$ cat config.mk
export PLATFORM = sky130hd
export DESIGN_NAME = mem_out_reader_flat
export DESIGN_NICKNAME = d
export VERILOG_FILES = /design/src/rtl/mem_out_reader_if.sv /design/src/rtl/mem_out_reader.sv /design/src/flat_wrapper.sv
export SDC_FILE = /design/constraint.sdc
export NUM_CORES = 1
export LEC_CHECK = 0
export CAP_MARGIN = 20
export CORE_AREA = 2 2 462 464
export CTS_CLUSTER_DIAMETER = 100
export DETAILED_ROUTE_END_ITERATION = 10
export DIE_AREA = 0 0 464 466
export HOLD_SLACK_MARGIN = 0.05
export PLACE_DENSITY_LB_ADDON = 0.2
export SLEW_MARGIN = 40
export SYNTH_ARGS = -nofsm -noshare
export SYNTH_HDL_FRONTEND = slang
export SYNTH_SLANG_ARGS = --single-unit
$ cat constraint.sdc
create_clock -name clk -period 4 [get_ports clk]
set_input_delay 0.6 -clock clk [delete_from_list [all_inputs] [get_ports clk]]
set_output_delay 0.6 -clock clk [all_outputs]
set_load 0.005 [all_outputs]
$ cat src/rtl/mem_out_reader_if.sv
// mem_out_reader_if: output SRAM bank port plus the valid/ready word stream of the drain controller.
interface mem_out_reader_if #(
  parameter int sram_count = 16,
  parameter int sram_addr  = 4,
  parameter int word_len   = 32
);
  logic [sram_count-1:0]           CEN;
  logic [sram_count-1:0]           WEN;
  logic [sram_count*sram_addr-1:0] A;
  logic [sram_count*word_len-1:0]  D;
  logic [sram_count*word_len-1:0]  Q;
  logic [word_len-1:0]             out_data;
  logic                            out_valid;
  logic                            out_ready;
  logic [sram_addr-1:0]            out_row;
  logic [$clog2(sram_count)-1:0]   out_bank;
  logic                            out_last;
  modport master (
    output CEN, WEN, A, D, out_data, out_valid, out_row, out_bank, out_last,
    input  Q, out_ready
  );
  modport slave (
    input  CEN, WEN, A, D, out_data, out_valid, out_row, out_bank, out_last,
    output Q, out_ready
  );
endinterface

$ cat src/rtl/mem_out_reader.sv
// mem_out_reader: drains the output SRAM bank row by row and streams each row's words over valid/ready.
module mem_out_reader #(
  parameter int sram_count = 16,
  parameter int sram_addr  = 4,
  parameter int word_len   = 32
) (
  input  logic                 clk,
  input  logic                 rst_n,
  input  logic                 start,
  input  logic [sram_addr:0]   num_rows,
  mem_out_reader_if.master     bus,
  output logic                 busy,
  output logic                 done
);
  localparam int bw = $clog2(sram_count);
  localparam logic [sram_addr:0] max_rows = (sram_addr+1)'(1) << sram_addr;
  typedef enum logic [2:0] {IDLE, READ, CAPTURE, STREAM, DONE} state_t;
  state_t state, next;
  logic [word_len-1:0]  buffer [sram_count];
  logic [sram_addr:0]   count, clamped;
  logic [sram_addr-1:0] row;
  logic [bw-1:0]        bank;
  logic                 xfer, last_bank, more_rows;
  assign clamped   = num_rows > max_rows ? max_rows : num_rows;
  assign xfer      = state == STREAM && bus.out_ready;
  assign last_bank = bank == bw'(sram_count-1);
  assign more_rows = {1'b0, row} + 1'b1 < count;
  always_ff @(posedge clk or negedge rst_n)
    if (!rst_n) state <= IDLE;
    else state <= next;
  always_comb begin
    next = state;
    case (state)
      IDLE:    if (start) next = clamped == '0 ? DONE : READ;
      READ:    next = CAPTURE;
      CAPTURE: next = STREAM;
      STREAM:  if (xfer && last_bank) next = more_rows ? READ : DONE;
      default: next = IDLE;
    endcase
  end
  always_ff @(posedge clk or negedge rst_n)
    if (!rst_n) begin
      count <= '0;
      row   <= '0;
      bank  <= '0;
      for (int i = 0; i < sram_count; i++) buffer[i] <= '0;
    end else begin
      if (state == IDLE && start) begin
        count <= clamped;
        row   <= '0;
      end
      if (state == CAPTURE) begin
        for (int i = 0; i < sram_count; i++) buffer[i] <= bus.Q[word_len*i +: word_len];
        bank <= '0;
      end
      if (xfer) begin
        bank <= bank + 1'b1;
        if (last_bank) row <= row + 1'b1;
      end
    end
  // Stream fields read zero outside STREAM so idle and reset look identical on the bus.
  always_comb begin
    bus.CEN       = state == READ ? '0 : '1;
    bus.WEN       = '1;
    bus.A         = state == READ ? {sram_count{row}} : '0;
    bus.D         = '0;
    bus.out_valid = state == STREAM;
    bus.out_data  = bus.out_valid ? buffer[bank] : '0;
    bus.out_row   = bus.out_valid ? row : '0;
    bus.out_bank  = bus.out_valid ? bank : '0;
    bus.out_last  = bus.out_valid && last_bank && {1'b0, row} + 1'b1 == count;
    busy          = state != IDLE;
    done          = state == DONE;
  end
endmodule

$ cat src/flat_wrapper.sv
// flat-port wrapper written by rule: the top's interface ports become plain ports
module mem_out_reader_flat 
#(
  parameter int sram_count = 16,
  parameter int sram_addr  = 4,
  parameter int word_len   = 32
)
  (clk, rst_n, start, num_rows, busy, done, bus_CEN, bus_WEN, bus_A, bus_D, bus_out_data, bus_out_valid, bus_out_row, bus_out_bank, bus_out_last, bus_Q, bus_out_ready);
  mem_out_reader_if #(.sram_count(sram_count), .sram_addr(sram_addr), .word_len(word_len)) bus_i ();
  input  logic clk;
  input  logic rst_n;
  input  logic start;
  input  logic [sram_addr:0] num_rows;
  output logic busy;
  output logic done;
  output wire logic [$bits(bus_i.CEN)-1:0] bus_CEN;
  output wire logic [$bits(bus_i.WEN)-1:0] bus_WEN;
  output wire logic [$bits(bus_i.A)-1:0] bus_A;
  output wire logic [$bits(bus_i.D)-1:0] bus_D;
  output wire logic [$bits(bus_i.out_data)-1:0] bus_out_data;
  output wire logic [$bits(bus_i.out_valid)-1:0] bus_out_valid;
  output wire logic [$bits(bus_i.out_row)-1:0] bus_out_row;
  output wire logic [$bits(bus_i.out_bank)-1:0] bus_out_bank;
  output wire logic [$bits(bus_i.out_last)-1:0] bus_out_last;
  input wire logic [$bits(bus_i.Q)-1:0] bus_Q;
  input wire logic [$bits(bus_i.out_ready)-1:0] bus_out_ready;
  assign bus_CEN = bus_i.CEN;
  assign bus_WEN = bus_i.WEN;
  assign bus_A = bus_i.A;
  assign bus_D = bus_i.D;
  assign bus_out_data = bus_i.out_data;
  assign bus_out_valid = bus_i.out_valid;
  assign bus_out_row = bus_i.out_row;
  assign bus_out_bank = bus_i.out_bank;
  assign bus_out_last = bus_i.out_last;
  assign bus_i.Q = bus_Q;
  assign bus_i.out_ready = bus_out_ready;
  mem_out_reader #(.sram_count(sram_count), .sram_addr(sram_addr), .word_len(word_len)) u_core (.clk(clk), .rst_n(rst_n), .start(start), .num_rows(num_rows), .bus(bus_i), .busy(busy), .done(done));
endmodule
# Yosys cells after proc, flatten, opt, wreduce, memory -nomap -nowiden
# Index checks and enable logic that the tools add are counted.
[totals]
input_bits = 521
out_inout_bits = 652
ff_bits = 528
elab_cells = 64
[classes]
mux = 19
magnitude_cmp = 3
n_eq_ne = 8
addsub = 3
n_bitwise = 1
reduce_logical = 10
[ops]
columns = ["cell", "count"]
rows = [
  ["$bmux W32 S4", 1],
  ["$mux W32", 3],
  ["$mux W64", 1],
  ["$mux W4", 7],
  ["$mux W16", 1],
  ["$mux W3", 4],
  ["$pmux W3 S4", 1],
  ["$add A4 B1 Y4 const B", 2],
  ["$eq A3 B2 Y1 const B", 2],
  ["$add A4 B1 Y5 const B", 1],
  ["$eq A5 B5 Y1", 1],
  ["$ge A5 B5 Y1 const B", 1],
  ["$gt A5 B5 Y1 const B", 1],
  ["$logic_and A1 B1 Y1", 5],
  ["$logic_not A5 Y1", 1],
  ["$lt A5 B5 Y1", 1],
  ["$mux W5", 1],
  ["$not A4 Y5", 1],
  ["$eq A4 B4 Y1 const B", 1],
  ["$eq A3 B1 Y1 const B", 1],
  ["$eq A3 B3 Y1 const B", 1],
  ["$logic_not A3 Y1", 1],
  ["$reduce_bool A3 Y1", 1],
  ["$ne A2 B1 Y1 const B", 1],
  ["3 further kinds", 3],
]

# Depth between registers and ports, before layout
[logic_depth]
word_depth = 6
mapped_depth = 7
ltp_nobuf = 6

# Worst setup path after synthesis
# Ideal clock, no wire load.
[synth_path]
path_type = "register to output"
startpoint = "reg u_core.bank[0]"
endpoint = "out bus_out_data[23]"
path_buffers = 3
path_slack_ns = 1.825
path_stages_with_launch = 7
t_arrival_ns = 1.575
t_required_ns = 3.400
cell_sequence = "dfrtp_1 > buf_6 > buf_6 > buf_2 > mux4_2 > a22oi_1 > nand2_1"
[synth_via]
elab_chain_cells = 5
[synth_rtl]
columns = ["element", "line", "text"]
rows = [
  ["from (decl)", "mem_out_reader.sv:22", "logic [bw-1:0] bank;"],
  ["from (signal assigned)", "mem_out_reader.sv:57", "bank <= bank + 1'b1;"],
  ["$not A4 Y5 (implied by the code)", "mem_out_reader.sv:68", "bus.out_data = bus.out_valid ? buffer[bank] : '0;"],
  ["$bmux W32 S4", "mem_out_reader.sv:68", ""],
  ["$mux W32 (implied by the code) (2 in a row)", "mem_out_reader.sv:68", ""],
  ["$mux W32", "mem_out_reader.sv:68", ""],
  ["to (decl)", "flat_wrapper.sv:20", "output wire logic [$bits(bus_i.out_data)-1:0] bus_out_data;"],
]
# Every way passes these cells. The select of a mux whose other input is x is not followed.

# Final worst setup path
[layout_path]
startpoint = "reg u_core.bank[1]"
endpoint = "out bus_out_data[23]"
# The elaborated chain is that of the path after synthesis.

==> impl_metrics.ini <==
[worst_setup_path]
criticalPathCategory = flip-flop to output port
kind_of_end_point_of_the_critical_path = output port
timing.critical_path.from_type = flip-flop
worstPathMaxFanout = 23
timing.critical_path.arrival_ps = 3340
critical_path_rt_ps = 3400

[drt]
drt-met1-wl_microns = 42600
topRoutingLayerUsed = met5
vias_per_cell = 3.12
detailroute.via_count = 17400
route.antenna.remaining_nets = 0
drt-initial-drc-count = 671
first_pass_iters = 6
post_drt_wl_per_cell_microns = 19.5
route.met3.wl_microns = 8660
total_routed_wirelength_microns = 109000
remaining_drc_errors = 0
met2RoutedLength_microns = 54500

[clock_network]
cts_max_level = 3
clkTransAtPathRegs_ps = 60
cts.sink_count = 528
cts-buffers-inserted = 72
cts_tree = done
buffer_levels_on_the_longest_clock_path = 3
ctsRootBufferMaster = clkbuf_16
worst_skew_pair.late_latency_ps = 670

[final_layout]
area_growth_syn_to_layout_pct = 34.6
final_core_utilization_pct = 18.2
final_design_area_no_fill_sq_um = 38400
finalNonFillerCells = 5591
design.final.nets = 3222
post_route_cells_drive_above_1_share_pct = 14.5
final.fill_count = 22900

[sta]
slew_violations = 0
setup-violations-final = 0
fin_setup_tns_ps = 0
fmaxAchievable_mhz = 254
period_utilization_post_route_pct = 98.4
final_setup_skew_ps = 23.9
rsz0062_at_grt = no
tightestPinTransition_ps = 716
final-hold-violation-count = 0
max-slew-margin-rel_pct = 52.3
layout_min_cycle_time_ps = 3940

[hold_path]
min_path_type = input port to asynchronous set/reset pin

[synth]
ys_async_sr_fraction_pct = 100
mappedNetlistArea_sq_um = 28600
ys_seq_area_share_pct = 46.3
ys_seq_elements = 528
synth_warnings = 0
yosysUniqueCellTypes = 42
synthesis.area_per_instance_sq_um = 13.7
netlist_instances = 2082
edff_count_synth = 0
ys_flop_type = dfrtp_1

[place]
place.port_buffers = 644
place.gp.congestion = 0.755
postPlaceCellArea_sq_um = 35900
place.detailed.instances = 5435
hpwl_microns = 85900

[die]
rows = 169
dieWidth_microns = 464
core-area_sq_um = 211000
die_area_sq_um = 216000
io_pins = 1173
die-height_microns = 466
floorplan.initialDensity_pct = 13.5

[run]
max_cap_viol_count = 0

[power_and_ir_drop]
total_leakage_power_nw = 16.8
ir_drop_uv = 402
power.density_nw_per_um2 = 628

[global_routing]
grt_pass1_wl_microns = 147000
grt_pass1_vias = 17400
antenna_found_initial = 91
grt-ovfl-total = 0
grt_use_total_pct = 9.77
grt_start_max_net_pins = 130

[outcome]
result_of_the_run = finished clean
[final timing paths]
kind | start | end | slack (ps) | cells after the start
max | u_core.bank[1] | bus_out_data[23] | 60 | 6
min | rst_n | u_core.buffer[166] | 450 | 2
max reg2reg | u_core.state[2] | u_core.buffer[170] | 1660 | 5
min reg2reg | u_core.buffer[8] | u_core.buffer[8] | 480 | 1
max in group asynchronous | rst_n | u_core.buffer[340] | 2240 | 4
min in group clk | u_core.buffer[8] | u_core.buffer[8] | 480 | 1
[registers in the layout, indices dropped and copies added (netlist names)]
register,count
u_core.state,3
u_core.bank,4
u_core.row,4
u_core.buffer,512
u_core.count,5
[cells in the mapped netlist (2+ instances only)]
| library cell | n | area, sq um |
|---|---|---|
| buf_4 | 607 | 4560 |
| dfrtp_1 | 528 | 13200 |
| mux2_1 | 460 | 5180 |
| mux4_2 | 128 | 2880 |
| a22oi_1 | 62 | 465 |
| buf_6 | 60 | 676 |
| mux2_2 | 54 | 608 |
| nand2_1 | 39 | 146 |
| clkbuf_1 | 20 | 75.1 |
| buf_2 | 19 | 95.1 |
| and2_1 | 12 | 75.1 |
| o21ai_0 | 10 | 50.1 |
| inv_1 | 9 | 33.8 |
| ha_1 | 7 | 87.6 |
| nor3_1 | 7 | 35.0 |
| nor2_1 | 6 | 22.5 |
| a21oi_1 | 5 | 25.0 |
| nand2b_1 | 5 | 31.3 |
| nand3_1 | 5 | 25.0 |
| buf_1 | 4 | 15.0 |
| nor2b_1 | 3 | 18.8 |
| nor3b_1 | 3 | 22.5 |
| o21ai_1 | 3 | 15.0 |
| a32o_1 | 2 | 20.0 |
| and3_1 | 2 | 12.5 |
| conb_1 | 2 | 7.51 |
| mux2i_1 | 2 | 20.0 |
| nand4_1 | 2 | 12.5 |
| nand4b_1 | 2 | 17.5 |
| o31ai_1 | 2 | 15.0 |
[power by group]
group | switching, mW | total (mW) | internal [mW]
registers | 1.19 | 8.51 | 7.31
clock network | 2.70 | 6.41 | 3.71
logic | 4.30 | 9.25 | 4.95
[metrics by stage]
stage / hold slack (ps) / power, mW / setup slack [ps]
floorplan: 304 / 14.0 / 1830
global route: 450 / 25.7 / 2.55
detailed placement: 470 / 18.0 / 173
global placement: 464 / 18.0 / 167
finish: 454 / 24.2 / 62.9
CTS: 403 / 24.8 / -10.9
[per-layer routing]
| metal | vias to the layer above | GRT usage [%] |
|---|---|---|
| li1 | 7514 | - |
| met1 | 8850 | 11.5 |
| met2 | 803 | 16.6 |
| met3 | 204 | 3.14 |
| met4 | 72 | 3.43 |
| met5 | - | 0 |
[cell usage in the layout, fill, tap and decap left out, drive strengths merged, types with 6 or more instances in the layout]
cell type | Yosys | routed
nor2 | 6 | 6
nand2 | 39 | 39
inv | 9 | 14
clkinv | 0 | 22
and2 | 12 | 12
mux2 | 514 | 514
nor3 | 7 | 7
ha | 7 | 7
dfrtp | 528 | 528
clkdlybuf4s50 | 0 | 639
o21ai | 13 | 13
mux4 | 128 | 128
buf | 690 | 82
a22oi | 62 | 62
diode | 0 | 22
conb | 2 | 528
clkbuf | 20 | 97
[area by class of cell]
type                            instances  area (sq um)  share of cell area (%)
Sequential cell                       528         13200                    34.4
Multi-Input combinational cell       1361         11900                    31.0
Timing Repair Buffer                  722          7350                    19.1
Tap cell                             2821          3530                    9.18
Clock buffer                           97          2070                    5.38
Clock inverter                         31           260                   0.677
Antenna cell                           22          55.1                   0.143
Inverter                                9          33.8                  0.0879
[cell families after synthesis]
logic type	count (synthesis)	share of synthesized area, %
adder cells (fa/ha/maj)	7	0.307
XOR/XNOR	2	0.0614
other	2	0.0263
buffers and inverters	719	19.1
multiplexers	644	30.4
AO/OA/AOI/OAI	90	2.23
AND/OR/NAND/NOR	90	1.58
flip-flops	528	46.3
[critical path: stages (launching register included)]
cell	delay, ps
dfrtp_4	610
buf_6	320
mux4_2	350
a22oi_2	460
buf_4	220
nand2_1	170
clkdlybuf4s50_1	510
[what timing repair did]
| item | in CTS | in global routing |
|---|---|---|
| resized for setup | 11 | 3 |
| setup buffers | 4 | 0 |
| endpoints found under the setup margin | 24 | 3 |
| hold buffers | 1 | 0 |
| pin swaps | 1 | 1 |
| hold endpoints to repair | 40 | 0 |
Note: power is estimated with default switching activity, not from simulation.
